### config.mk
export PLATFORM = sky130hd
export DESIGN_NAME = compfifo_gbe_dump
export DESIGN_NICKNAME = d
export VERILOG_FILES = /design/src/rtl/compfifo_gbe_dump.sv
export SDC_FILE = /design/constraint.sdc
export NUM_CORES = 1
export LEC_CHECK = 0
export BUFFER_PORTS_ARGS = -buffer_cell sky130_fd_sc_hd__buf_2
export CAP_MARGIN = 15
export CORE_ASPECT_RATIO = 1.4
export CORE_MARGIN = 5
export CORE_UTILIZATION = 40
export CTS_BUF_LIST = sky130_fd_sc_hd__clkbuf_4 sky130_fd_sc_hd__clkbuf_8 sky130_fd_sc_hd__clkbuf_16
export DETAILED_ROUTE_END_ITERATION = 8
export SLEW_MARGIN = 20
export SYNTH_ARGS = -nofsm -noshare
export SYNTH_HDL_FRONTEND = slang
export SYNTH_SLANG_ARGS = --single-unit
### constraint.sdc
create_clock -name fabric_clk -period 2.3 [get_ports fabric_clk]
set_clock_uncertainty 0.15 [all_clocks]
set_input_delay 0.46 -clock fabric_clk [delete_from_list [all_inputs] [get_ports fabric_clk]]
set_output_delay 0.46 -clock fabric_clk [all_outputs]
set_load 0.01 [all_outputs]
### src/rtl/compfifo_gbe_dump.sv
// Reads one comparator-triad capture from the 48-bit FIFO and frames it as a 16-bit GbE word stream.
// Optional checksum trailer word enabled with `define COMPDUMP_CSUM_EN.
module compfifo_gbe_dump #(
    parameter int TRIAD_WORDS = 9,
    parameter int N_PAD       = 4,
    parameter int FIBER_ID    = 0,
    parameter int TIMEOUT     = 255
) (
    input  logic        fabric_clk,
    input  logic        reset,
    input  logic        compfifo_dav,
    input  logic [47:0] compfifo_dout,
    output logic        en_fiforead,
    input  logic        tx_ready,
    output logic [15:0] tx_dat,
    output logic        tx_valid,
    output logic        tx_sof,
    output logic        tx_eof,
    output logic        busy,
    output logic [15:0] pkt_count,
    output logic [15:0] trunc_count
);

    localparam int          WCW      = $clog2(TRIAD_WORDS + 1);
    localparam logic [15:0] HDR_WORD = {8'hCA, 4'h0, 4'(FIBER_ID)};
    localparam logic [7:0]  TMO_LAST = 8'(TIMEOUT - 1);
    localparam logic [3:0]  PAD_LAST = 4'(N_PAD - 1);
    localparam logic [WCW-1:0] WD_LAST = WCW'(TRIAD_WORDS - 1);

    typedef enum logic [2:0] {
        S_IDLE,
        S_PAD,
        S_HDR,
        S_FETCH,
        S_LATCH,
        S_SEND,
`ifdef COMPDUMP_CSUM_EN
        S_CSUM,
`endif
        S_TRL
    } state_t;

    state_t         state, state_n;
    logic [3:0]     pad_cnt;
    logic [1:0]     slot;
    logic [3:0]     words_read;
    logic [WCW-1:0] words_done;
    logic [7:0]     tmo_cnt;
    logic           trunc;
    logic [47:0]    shreg;
    logic           xfer;
    logic           last_word;
`ifdef COMPDUMP_CSUM_EN
    logic [15:0]    csum;
`endif

    assign xfer = tx_valid & tx_ready;
    assign busy = (state != S_IDLE);

`ifdef COMPDUMP_CSUM_EN
    assign last_word = (state == S_CSUM);
`else
    assign last_word = (state == S_TRL);
`endif

    always_ff @(posedge fabric_clk) begin
        if (reset) state <= S_IDLE;
        else       state <= state_n;
    end

    // Outputs depend only on registered state that advances on transfer, so they hold during stalls.
    always_comb begin
        state_n     = state;
        tx_valid    = 1'b0;
        tx_dat      = 16'h0000;
        tx_sof      = 1'b0;
        tx_eof      = 1'b0;
        en_fiforead = 1'b0;
        case (state)
            S_IDLE: if (compfifo_dav) state_n = S_PAD;
            S_PAD: begin
                tx_valid = 1'b1;
                tx_sof   = (pad_cnt == 4'd0);
                if (xfer && pad_cnt == PAD_LAST) state_n = S_HDR;
            end
            S_HDR: begin
                tx_valid = 1'b1;
                tx_dat   = HDR_WORD;
                if (xfer) state_n = S_FETCH;
            end
            S_FETCH: begin
                if (compfifo_dav) begin
                    en_fiforead = 1'b1;
                    state_n     = S_LATCH;
                end else if (tmo_cnt == TMO_LAST) begin
                    state_n = S_SEND;
                end
            end
            S_LATCH: state_n = S_SEND;
            S_SEND: begin
                tx_valid = 1'b1;
                tx_dat   = shreg[47:32];
                if (xfer && slot == 2'd2) begin
                    if (words_done == WD_LAST) state_n = S_TRL;
                    else if (trunc)            state_n = S_SEND;
                    else                       state_n = S_FETCH;
                end
            end
            S_TRL: begin
                tx_valid = 1'b1;
                tx_dat   = {trunc, 11'h000, words_read};
`ifdef COMPDUMP_CSUM_EN
                if (xfer) state_n = S_CSUM;
`else
                tx_eof = 1'b1;
                if (xfer) state_n = S_IDLE;
`endif
            end
`ifdef COMPDUMP_CSUM_EN
            S_CSUM: begin
                tx_valid = 1'b1;
                tx_dat   = csum;
                tx_eof   = 1'b1;
                if (xfer) state_n = S_IDLE;
            end
`endif
            default: state_n = S_IDLE;
        endcase
    end

    always_ff @(posedge fabric_clk) begin
        if (reset) begin
            pad_cnt     <= 4'd0;
            slot        <= 2'd0;
            words_read  <= 4'd0;
            words_done  <= '0;
            tmo_cnt     <= 8'd0;
            trunc       <= 1'b0;
            shreg       <= 48'd0;
            pkt_count   <= 16'd0;
            trunc_count <= 16'd0;
`ifdef COMPDUMP_CSUM_EN
            csum        <= 16'd0;
`endif
        end else begin
            case (state)
                S_IDLE: begin
                    pad_cnt    <= 4'd0;
                    slot       <= 2'd0;
                    words_read <= 4'd0;
                    words_done <= '0;
                    tmo_cnt    <= 8'd0;
                    trunc      <= 1'b0;
`ifdef COMPDUMP_CSUM_EN
                    csum       <= 16'd0;
`endif
                end
                S_PAD: if (xfer) pad_cnt <= pad_cnt + 4'd1;
                S_FETCH: begin
                    if (compfifo_dav) begin
                        tmo_cnt <= 8'd0;
                    end else begin
                        tmo_cnt <= tmo_cnt + 8'd1;
                        if (tmo_cnt == TMO_LAST) begin
                            trunc <= 1'b1;
                            shreg <= 48'd0;
                        end
                    end
                end
                S_LATCH: begin
                    shreg      <= compfifo_dout;
                    words_read <= words_read + 4'd1;
                end
                S_SEND: begin
                    if (xfer) begin
                        // After three shifts the register is zero, which is what a truncated word needs.
                        shreg <= {shreg[31:0], 16'h0000};
`ifdef COMPDUMP_CSUM_EN
                        csum  <= csum + shreg[47:32];
`endif
                        if (slot == 2'd2) begin
                            slot       <= 2'd0;
                            words_done <= words_done + WCW'(1);
                        end else begin
                            slot <= slot + 2'd1;
                        end
                    end
                end
                default: ;
            endcase
            if (xfer && last_word) begin
                pkt_count <= pkt_count + 16'd1;
                if (trunc) trunc_count <= trunc_count + 16'd1;
            end
        end
    end

endmodule

==> After elaboration in Yosys (flattened, before gate mapping) <==
Index checks and enable logic that the tools add are counted.
{ "totals": {"elab_cells": 92, "input_bits": 52, "output_inout_bits": 53, "ff_bits": 106} }
{ "op_classes": {"addsub": 7, "n_bitwise": 1, "n_reduce_logical": 19, "eq_ne": 21, "mux": 34} }
{ "op_table": {"columns": ["cell", "count"], "rows": [
  ["$mux 48", 3],
  ["$pmux 48 s3", 1],
  ["$pmux 16 s3", 1],
  ["$add 16x1->16 const B", 2],
  ["$mux 3", 9],
  ["$pmux 4 s2", 3],
  ["$pmux 3 s7", 1],
  ["$ne 2x2->1 const B", 10],
  ["$pmux 8 s2", 1],
  ["$add 4x1->4 const B", 3],
  ["$mux 4", 3],
  ["$eq 3x3->1 const B", 3],
  ["$add 8x1->8 const B", 1],
  ["$eq 8x8->1 const B", 1],
  ["$mux 8", 1],
  ["$reduce_bool 2->1", 4],
  ["$mux 1", 7],
  ["$eq 3x2->1 const B", 2],
  ["$reduce_and 2->1", 3],
  ["$reduce_and 3->1", 2],
  ["$reduce_and 6->1", 1],
  ["$reduce_bool 3->1", 2],
  ["$eq 4x2->1 const B", 1],
  ["$eq 4x4->1 const B", 1],
  ["other kinds (13)", 16]
]} }

==> Logic depth before layout (Yosys ltp) <==
Gate-level depths: netlist of run 1.
{ "logic_depth": {"word_depth": 7, "depth_mapped": 8, "ltp_nobuf": 7} }

==> Worst setup path before layout of run 1 <==
OpenSTA, ideal clock, no wires.
{ "synth_path": {"path_kind": "register -> output", "start": "register state[0]", "end": "output port tx_dat[0]", "t_required_ps": 1690, "n_path_buf": 2, "arrival_ps": 1419, "path_stages_with_launch": 5, "setup_slack_ps": 271, "cell_sequence": "dfxtp_1 -> buf_6 -> buf_4 -> nor3b_1 -> a22o_1"} }
{ "synth_via": {"elab_chain_len": 2, "word_cells_on_any_way": 4, "classes_between": "eq/ne: 3; mux: 1"} }
{ "synth_rtl": {"columns": ["item", "line", "rtl"], "rows": [
  ["start: declaration", "43", "state_t state, state_n;"],
  ["start signal: assignment", "68", "else state <= state_n;"],
  ["$eq 3x3->1 or $eq 3x2->1 (tied branches)", "79", "case (state)"],
  ["$pmux 16 s3 (*)", "79", null],
  ["end: declaration", "15", "output logic [15:0] tx_dat,"]
]} }
Mark *: on every way between the ends. The rest lies on a longest branch, timed or not.

==> Worst setup path after layout of run 1 <==
{ "layout_path": {"start": "register state[0]", "end": "output port tx_dat[3]"} }
The elaborated chain is that of the path after synthesis.

==> key figures, run 1 <==
Synth
  • Synthesized area: slightly above 5000 um^2
  • Mapped Cells: roughly 570
  • Count leader, synth: dfxtp_1
  • Synth cell types: 54
  • Post-synth top area share: ~41%
  • Commonest cells in the netlist: dfxtp_1, nor2_1, nand3b_1, mux2i_1
  • Predominant post-synthesis flop cell: dfxtp_1
  • Net Count, Synth: ~630
  • Post-synthesis async set-or-reset flop share: 0%
  • Synth warn: 0
  • Synth Area per Inst: between 9 and 10 um^2
  • Part of the Yosys area used for sequential elements: between 40% and 50%
  • Synth area leaders: dfxtp_1, mux2i_1, nand3b_1, nor2_1, o31ai_1
  • Seq cells post-synth: 106
  • Largest area contributor in the netlist: dfxtp_1
  • EDFF count, synth: 0

Route
  • Drc violations: 0
  • Vias per cell: 5.48
  • First DRT Iteration DRCs: 182
  • Vias: between 4,000 and 5,000
  • Antenna-violating nets left: 0
  • WL/cell: ~16 um
  • First-pass DRT Iterations: 5
  • Routed WL: about 13,000 um

Final layout
  • # diodes: 0
  • Non-Filler Instances: 824
  • P&R area growth vs syn: 20.5%
  • Post-route design area: 6200 um^2
  • Layout cells sized above 1: 24.9%
  • Layout Nets: slightly above 700

STA
  • RSZ-0062 raised after global routing: false
  • Setup TNS: 0 ns
  • Fmax: between 400 and 500 MHz
  • Fin. Hold Viols: 0
  • Crit share post-route: a little under 100%
  • Relative slew slack: 28.1%
  • Worst slew pin tran: about 1.1 ns
  • Setup Viol. Count Final: 0
  • Post-layout min period: ~2.2 ns
  • Pins Over Slew Limit: 0
  • Worst hold slack: 0.195 ns

Clock tree
  • H-Tree Level Count: 3
  • Worst-skew pair later-pin latency: roughly 0.34 ns
  • Clock Path Buffers: 2
  • Clock slew at reported path FFs: around 0.080 ns
  • CTS tree: done
  • TritonCTS Buffers: 9
  • CTS Root Cell: clkbuf_16
  • Num Clock Sinks: ~110

Placed design
  • DP HPWL: about 9300 um
  • Placed Area: 5830 um^2
  • Final GP Congestion: between 0.8 and 0.9
  • Buffers on Ports: approximately 100
  • DP Cell Count: about 800

Setup path
  • WS Path Type: flip-flop to primary output
  • Worst r2r path cells: 6
  • R2R Setup Slk: 0.20 ns
  • Worst r2r src: tmo_cnt[3]
  • Startpoint types: flip-flop
  • CP endpoint kind: primary output
  • CP max FO: 13
  • Worst r2r dst: shreg[3]
  • CP required: 1.69 ns
  • Worst path arrival time: 1.61 ns

Global routing
  • GRT overflow: 0
  • Initial antenna violation count: 0
  • GRT Util Overall: 16.7%
  • Global-route wire length before repair: 21,000 um
  • Pin count of the biggest net entering global routing: 47
  • Vias in the first global route: between 4,000 and 5,000

Die
  • Starting Density: between 40% and 50%
  • Die height: 144 um
  • Placement row count: around 50
  • Die W: around 110 um
  • Die area: 15,300 um^2
  • IO Count: about 110
  • Core box area: around 13,000 um^2

Min path
  • Worst min path class: input port to flip-flop
  • WHS Path Cells: 3
  • Hold Path Origin: compfifo_dout[14]
  • Hold path endpoint: shreg[14]

Power and ir drop
  • Peak VDD IR: between 300 and 400 uV
  • Power Total: ~4.3 mW
  • Power Density: between 700 and 800 nW/um^2
  • Leakage power: ~2.5 nW

Run status
  • Status: finished, final reports clean

Job
  • Max-cap violations: 0
-- report_power, final --
| part | internal [mW] | switching [mW] | leakage [nW] | total [mW] |
|---|---|---|---|---|
| clock | 0.755 | 0.743 | 0.135 | 1.50 |
| combinational | 0.388 | 0.534 | 1.51 | 0.922 |
| sequential | 1.87 | 0.0603 | 0.856 | 1.93 |
| total | 3.01 | 1.34 | 2.50 | 4.35 |
-- metrics by stage --
step                worst slack [ns]  utilization [%]
floorplan                      0.271                -
global placement              0.0917             45.7
detailed placement            0.0555             45.7
CTS                          0.00119             48.0
global route                  0.0127             48.6
finish                        0.0817             48.6
-- how the worst max path moves through the flow --
stage,from,slack (ns),endpoint
global route,state[0],0.01,tx_dat[14]
floorplan,state[0],0.27,tx_dat[0]
CTS,state[0],0.001,tx_dat[3]
detailed placement,state[1],0.06,shreg[28]
global placement,tx_ready,0.09,shreg[23]
finish,state[0],0.08,tx_dat[3]
-- critical path, cell delays in order (launching register included) --
cell     delay (ns)
dfxtp_4        0.43
buf_4          0.23
nor3b_2        0.07
buf_4          0.16
a22o_1         0.24
buf_2          0.14
-- repair_timing --
| action | CTS | global route |
|---|---|---|
| cloned | 0 | 2 |
| hold buffers | 0 | 0 |
| pin swaps | 0 | 1 |
| gates resized for setup | 3 | 6 |
| setup buffers | 0 | 3 |
| endpoints found under the setup margin | 9 | 35 |
-- layout by cell type (no fill, tap or decap), types with 4 or more instances in the layout --
cell       Yosys  final
nor3_1         7      7
a21oi_1       20     20
xor2_1        18     18
buf_2         12    104
xnor2_1       13     13
and3_1        15     15
mux2i_1       34     34
buf_4          2     22
ha_1           9      9
a31oi_1        5      5
nand3_1       15     15
inv_1         12     11
nand2_1       32     32
nand3b_1      35     35
a22oi_1       17     17
dfxtp_1      106    103
nor2b_1        4      4
nand4_1       10     10
a22o_1         4      4
or3_1          9      8
o31ai_1       32     32
o21ai_0       17     17
clkbuf_16      0     10
nor2_1        70     70
-- area by class of cell --
cell class	count	area, um^2
fill	1237	6550
inverter	12	48.8
clock inverter	7	61.3
clock buffer	9	225
tap	153	191
sequential	106	2130
multi-input combinational	408	2800
timing repair buffer	129	751
-- sequential cells by signal (all words and copies together), names as in the netlist --
signal and cells:
shreg 48, pkt_count 16, trunc_count 16, tmo_cnt 8, pad_cnt 4, words_done 4
words_read 4, state 3, slot 2, trunc 1
-- logic make-up (layout without fill, tap and decap cells) --
family	after synthesis	in the layout	share of synthesized area (%)
AOI/OAI and AO/OA	112	113	15.0
adders and majority gates	9	9	2.19
buffers and inverters	54	157	5.25
and+or+nand+nor	221	221	24.4
xor gates and xnor gates	31	31	5.27
DFF	106	106	41.2
muxes	34	34	6.61
-- per-layer routing --
layer,share of wire [%],wire [um],GRT usage [%],vias up
met5,0,0,0,-
met4,1.1,153,4.50,0
met3,4.4,592,2.99,9
met2,51,6730,29.2,111
met1,44,5840,21.3,2166
li1,-,-,-,2232
No activity file was read; power rests on OpenSTA's default activity.
==> run 2: changes to the inputs <==
- BUFFER_PORTS_ARGS: -buffer_cell sky130_fd_sc_hd__buf_2 -> unset
- CORE_MARGIN: 5 -> unset
- DONT_BUFFER_PORTS: unset -> 1
==> run 2 against run 1 <==
  * The flow now finishes with violations (DRC)
  * Die area shrank 13%
  * Critical path type unchanged
  * Hold slack got worse by 0.17 ns
  * Count of clock-buffer cells in the layout is 1 higher
  * First-iteration DRC count is 5.5% higher
==> key figures, run 2 (synthesis results as in run 1) <==
Run status
  • Status: finished, violations left
  • Failing checks: DRC

Final layout
  • Max reg flops: 48 (unchanged)
  • P&R area growth vs syn: 8.38%
  • Largest reg by FF count: shreg
  • Final core occ: 44.9% (-3.8 points)
  • Layout cells sized above 1: 8.96% (-16 points)
  • # diodes: 0 (unchanged)
  • Commonest non-fill, non-tap cell in the layout: dfxtp_1
  • Largest regs: shreg (48), pkt_count (16), trunc_count (16)
  • Most frequent cells in the layout: dfxtp_1, nor2_1, nand3b_1
  • Layout fillers: 1,178 (-4.8%)
  • Layout Nets: 614 (-16%)
  • Post-route design area: 5580 um^2 (-10%)

Route
  • Antenna-violating nets left: 0 (unchanged)
  • Vias per cell: 5.71 (+4.2%)
  • First DRT Iteration DRCs: 192 (+5.5%)
  • Vias: 4,046 (-10%)
  • Drc violations: 2 (+2)
  • First-pass DRT Iterations: 9 (+4)
  • Routed WL: 11,900 um (-11%)
  • WL/cell: 16.8 um (+3.9%)

Placed design
  • DP Worst Slack: 0.134 ns (+0.0780 ns)
  • DP HPWL: 8280 um (-11%)
  • Final GP Congestion: 0.776 (-3.5%)
  • Buffers on Ports: 0 (-100%)
  • Placed Area: 5260 um^2 (-9.7%)

Clock tree
  • Num Clock Sinks: 106 (unchanged)
  • CTS Root Cell: clkbuf_16
  • CTS Hold Bufs: 0 (unchanged)
  • Clock slew at reported path FFs: 0.08 ns (about the same)
  • CTS tree: done
  • Worst-skew pair later-pin latency: 0.35 ns (about the same)
  • Clock Path Buffers: 2 (unchanged)
  • TritonCTS Buffers: 9 (unchanged)
  • H-Tree Level Count: 3 (unchanged)

STA
  • Fmax: 457 MHz (+1.3%)
  • Fin. Hold Viols: 0 (unchanged)
  • Relative slew slack: 68.0% (+40 points)
  • Worst slew pin tran: 0.474 ns (-0.600 ns)
  • Pins Over Slew Limit: 0 (unchanged)
  • RSZ-0062 raised after global routing: true
  • Setup TNS: 0 ns (unchanged)
  • Setup Viol. Count Final: 0 (unchanged)
  • Final critical-path setup slack: 0.110 ns (+0.0279 ns)
  • Crit share post-route: 95.2% (-1.2 points)
  • Post-layout min period: 2.19 ns (-0.0279 ns)

Setup path
  • CP endpoint kind: primary output
  • Startpoint types: flip-flop
  • WS Path Type: flip-flop to primary output
  • CP max FO: 14 (+1)
  • Worst path arrival time: 1.58 ns (-0.03 ns)
  • Crit-path cells: inv_1 -> nor3b_1 -> buf_4 -> a22o_1
  • CP required: 1.69 ns (about the same)
  • CP max-delay cell: dfxtp_4
  • Largest stage delay on the critical path: 0.42 ns (about the same)

Die
  • IO Count: 105 (unchanged)
  • Die area: 13,300 um^2 (-13%)
  • Die W: 97.9 um (-7.6%)
  • Die height: 136 um (-5.5%)
  • Starting Density: 41.4% (+1.0 points)
  • Core box area: 12,400 um^2 (-2.5%)
  • Placement row count: 48 (-2.0%)

Global routing
  • GRT Max-Usage Layer: met2
  • Global-route wire length before repair: 19,400 um (-7.8%)
  • Vias in the first global route: 3,795 (-11%)
  • Met1 usage: 21.9% (+0.59 points)
  • GR Util met2: 29.3% (+0.10 points)
  • GRT overflow: 0 (unchanged)
  • Grt met3 use: 4.88% (+1.9 points)
  • Pin count of the biggest net entering global routing: 103 (+120%)
  • GRT Util Overall: 17.9% (+1.2 points)
  • Initial antenna violation count: 0 (unchanged)

Power and ir drop
  • Leakage power: 1.98 nW (-21%)
  • Power Density: 775 nW/um^2 (+11%)
  • Peak VDD IR: 410 uV (+25%)

Min path
  • Worst min path class: input port to flip-flop

Job
  • Max-cap violations: 0 (unchanged)
[run 2: changes by cell type in the layout (fill, tap and decap cells not counted), sizes merged]
cell | before | now
a31oi | 7 | 6
buf | 128 | 17
bufinv | 0 | 1
clkinv | 2 | 0
clkinvlp | 3 | 2
inv | 14 | 15
[run 2: critical path, delay by kind of cell (launching register included)]
family,cells,cell delay [ns]
simple gates,1,0.20
compound gates,1,0.27
flops,1,0.42
buf+inv,2,0.34
[run 2: path summary, 6_finish.rpt]
kind | endpoint | start | cells past startpoint | slack, ns
max | tx_dat[2] | state[1] | 4 | 0.11
min | tmo_cnt[2] | reset | 1 | 0.02
max reg2reg | shreg[5] | state[2] | 7 | 0.25
min reg2reg | tmo_cnt[7] | tmo_cnt[7] | 2 | 0.33
[run 2: where the power goes]
part,switching (mW),internal [mW],total (mW)
registers,0.0699,1.87,1.94
logic,0.453,0.327,0.780
clock network,0.720,0.887,1.61
total,1.24,3.08,4.33
[run 2: timing repair]
action                                  in CTS  in global routing
buffers inserted                             0                  0
resized for setup                            3                  2
pin swaps                                    0                  0
endpoints found under the setup margin       8                  7
[run 2: layer usage]
metal / wire (um) / vias up / share of wire [%]
met5: 0 / - / 0
met4: 212 / 0 / 1.8
met3: 732 / 15 / 6.2
met2: 5830 / 100 / 49
met1: 5110 / 1929 / 43
li1: - / 2002 / -
[run 2: final cells by class]
cell class | instances | area [um^2] | area share, %
repair buffers | 17 | 140 | 2.51
clock inverters | 6 | 71.3 | 1.28
clock buffers | 10 | 239 | 4.28
multi-input cells | 407 | 2770 | 49.6
well taps | 150 | 188 | 3.36
inverters | 12 | 45.0 | 0.807
flip-flops and latches | 106 | 2130 | 38.2
[run 2: stage by stage]
| stage | hold slack, ns | power (mW) | std cells |
|---|---|---|---|
| after floorplan | 0.296 | 2.62 | 567 |
| after global routing | 0.0156 | 4.50 | 708 |
| after CTS | 0.0255 | 4.36 | 708 |
| after detailed placement | 0.315 | 2.76 | 692 |
| after global placement | 0.307 | 2.74 | 692 |
| final | 0.0237 | 4.33 | 708 |
==> run 3: changes to the inputs <==
- REMOVE_ABC_BUFFERS: unset -> 1
==> run 3 against run 2 <==
  * The flow still finishes with violations (DRC)
  * Routed wire length shrank 5.0%
  * Via count grew 1.8%
  * Count of clock-buffer cells in the layout is the same
  * Critical path depth stayed put
  * Power fell by 0.16%
  * Sequential power about the same
  * Core utilization up 0.18 points
  * Final cell count grew 0.28%
  * Die area stayed put
==> key figures, run 3 (synthesis results as in run 1) <==
Clock tree
  • H-Tree Level Count: 3 (unchanged)
  • Worst-skew pair later-pin latency: 0.34 ns (about the same)
  • Clock slew at reported path FFs: 0.07 ns (about the same)
  • Clock Path Buffers: 2 (unchanged)
  • Num Clock Sinks: 106 (unchanged)
  • CTS tree: done
  • CTS Root Cell: clkbuf_16
  • TritonCTS Buffers: 9 (unchanged)

STA
  • Final critical-path setup slack: 0.110 ns (+0.000481 ns)
  • Setup Viol. Count Final: 0 (unchanged)
  • Worst hold slack: 0.0350 ns (+0.0113 ns)
  • Setup TNS: 0 ns (unchanged)
  • Worst slew pin tran: 0.439 ns (-0.0343 ns)
  • RSZ-0062 raised after global routing: false
  • Fin. Hold Viols: 0 (unchanged)
  • Fmax: 457 MHz (about the same)
  • Post-layout min period: 2.19 ns (-0.000481 ns)
  • Crit share post-route: 95.2% (about the same)
  • Pins Over Slew Limit: 0 (unchanged)
  • Relative slew slack: 70.3% (+2.3 points)

Setup path
  • Worst path arrival time: 1.58 ns (about the same)
  • CP max FO: 13 (-1)
  • Startpoint types: flip-flop
  • Setup crit start: state[0]
  • Worst r2r path cells: 6 (-1)
  • Worst r2r src: pad_cnt[1]
  • WS Path Type: flip-flop to primary output
  • CP endpoint kind: primary output
  • R2R Setup Slk: 0.34 ns (+0.09 ns)
  • CP endpoint: tx_dat[2]
  • Worst r2r dst: state[0]
  • CP required: 1.69 ns (about the same)

Final layout
  • Largest reg by FF count: shreg
  • Layout cells sized above 1: 9.46% (+0.50 points)
  • Largest regs: shreg (48), pkt_count (16), trunc_count (16)
  • Non-Filler Instances: 710 (+0.28%)
  • P&R area growth vs syn: 8.82%
  • Most frequent cells in the layout: dfxtp_1, nor2_1, nand3b_1
  • Commonest non-fill, non-tap cell in the layout: dfxtp_1
  • # diodes: 0 (unchanged)
  • Layout Nets: 616 (+0.33%)
  • Max reg flops: 48 (unchanged)

Global routing
  • Vias in the first global route: 3,991 (+5.2%)
  • GRT overflow: 0 (unchanged)
  • Initial antenna violation count: 0 (unchanged)
  • GRT Util Overall: 17.1% (-0.83 points)
  • Global-route wire length before repair: 18,600 um (-3.7%)
  • Pin count of the biggest net entering global routing: 103 (unchanged)

Route
  • First DRT Iteration DRCs: 243 (+27%)
  • Vias: 4,117 (+1.8%)
  • First-pass DRT Iterations: 9 (unchanged)
  • Drc violations: 10 (+8)
  • Routed WL: 11,300 um (-5.0%)
  • WL/cell: 15.9 um (-5.2%)
  • Vias per cell: 5.80 (+1.5%)
  • Antenna-violating nets left: 0 (unchanged)

Power and ir drop
  • Power Total: 4.32 mW (-0.16%)
  • Peak VDD IR: 534 uV (+30%)
  • Power Density: 771 nW/um^2 (-0.56%)
  • Leakage power: 2.00 nW (+0.90%)

Min path
  • WHS Path Cells: 1 (unchanged)
  • Worst min path class: input port to flip-flop

Placed design
  • DP Cell Count: 692 (unchanged)
  • Buffers on Ports: 0 (unchanged)
  • Final GP Congestion: 0.801 (+3.2%)
  • DP HPWL: 7670 um (-7.3%)
  • DP Worst Slack: 0.279 ns (+0.146 ns)

Die
  • Die W: 97.9 um (unchanged)
  • Core box area: 12,400 um^2 (unchanged)
  • IO Count: 105 (unchanged)
  • Placement row count: 48 (unchanged)
  • Die height: 136 um (unchanged)
  • Die area: 13,300 um^2 (unchanged)
  • Starting Density: 41.4% (unchanged)

Run status
  • Status: finished, violations left
  • Failing checks: DRC

Job
  • Max-cap violations: 0 (unchanged)
## run 3: cell types whose count changed in the layout (fill, tap and decap cells not counted)
| cell | previous run | this run |
|---|---|---|
| buf_4 | 16 | 17 |
| buf_6 | 0 | 1 |
| clkinvlp_4 | 2 | 1 |
| dfxtp_4 | 2 | 1 |
| inv_6 | 3 | 2 |
| clkinv_2 | 0 | 1 |
| inv_1 | 12 | 11 |
| inv_8 | 0 | 1 |
| nor2b_2 | 0 | 1 |
| clkinv_4 | 0 | 1 |
| nor2b_1 | 4 | 3 |
| dfxtp_1 | 103 | 104 |
## run 3: worst min-delay path by stage
| stage | from | endpoint | slack (ns) |
|---|---|---|---|
| floorplan | tmo_cnt[7] | tmo_cnt[7] | 0.29 |
| global placement | tmo_cnt[7] | tmo_cnt[7] | 0.30 |
| detailed placement | tmo_cnt[7] | tmo_cnt[7] | 0.32 |
| CTS | reset | trunc_count[11] | 0.02 |
| global route | reset | trunc_count[11] | 0.01 |
| finish | reset | trunc_count[11] | 0.04 |
## run 3: where the power goes
group | switching [mW] | internal [mW] | total [mW] | leakage [nW]
registers | 0.0563 | 1.87 | 1.92 | 0.855
clock network | 0.703 | 0.890 | 1.59 | 0.155
logic | 0.465 | 0.337 | 0.802 | 0.985
## run 3: layer usage
metal	track usage, %	part of all wire, %	up-vias
met4	5.13	0.81	0
li1	-	-	2008
met1	19.8	42	1986
met3	6.58	9.4	6
met5	0	0	-
met2	29.0	48	117
## run 3: layout make-up
cell class                 count  area [um^2]
fill                        1199         6830
inverter                      12         48.8
clock buffer                  10          239
timing repair buffer          19          159
sequential                   106         2130
tap                          150          188
clock inverter                 6         72.6
multi-input combinational    407         2770
## run 3: metrics by stage
| step | util, % | cell area, um^2 |
|---|---|---|
| after floorplan | - | 4920 |
| after global routing | 45.1 | 5600 |
| final | 45.1 | 5600 |
| after global placement | 42.3 | 5260 |
| after CTS | 44.8 | 5580 |
| after detailed placement | 42.3 | 5260 |
## run 3: critical path: stages (launching register included)
cell	delay, ns
dfxtp_2	0.47
buf_4	0.27
nor3b_1	0.08
buf_4	0.16
a22o_1	0.28
## run 3: what timing repair did
action                                  CTS  global route
endpoints found under the setup margin    9             6
buffers inserted                          0             2
hold buffers                              0             0
endpoints found under the hold margin     0             0
gates resized for setup                   2             4
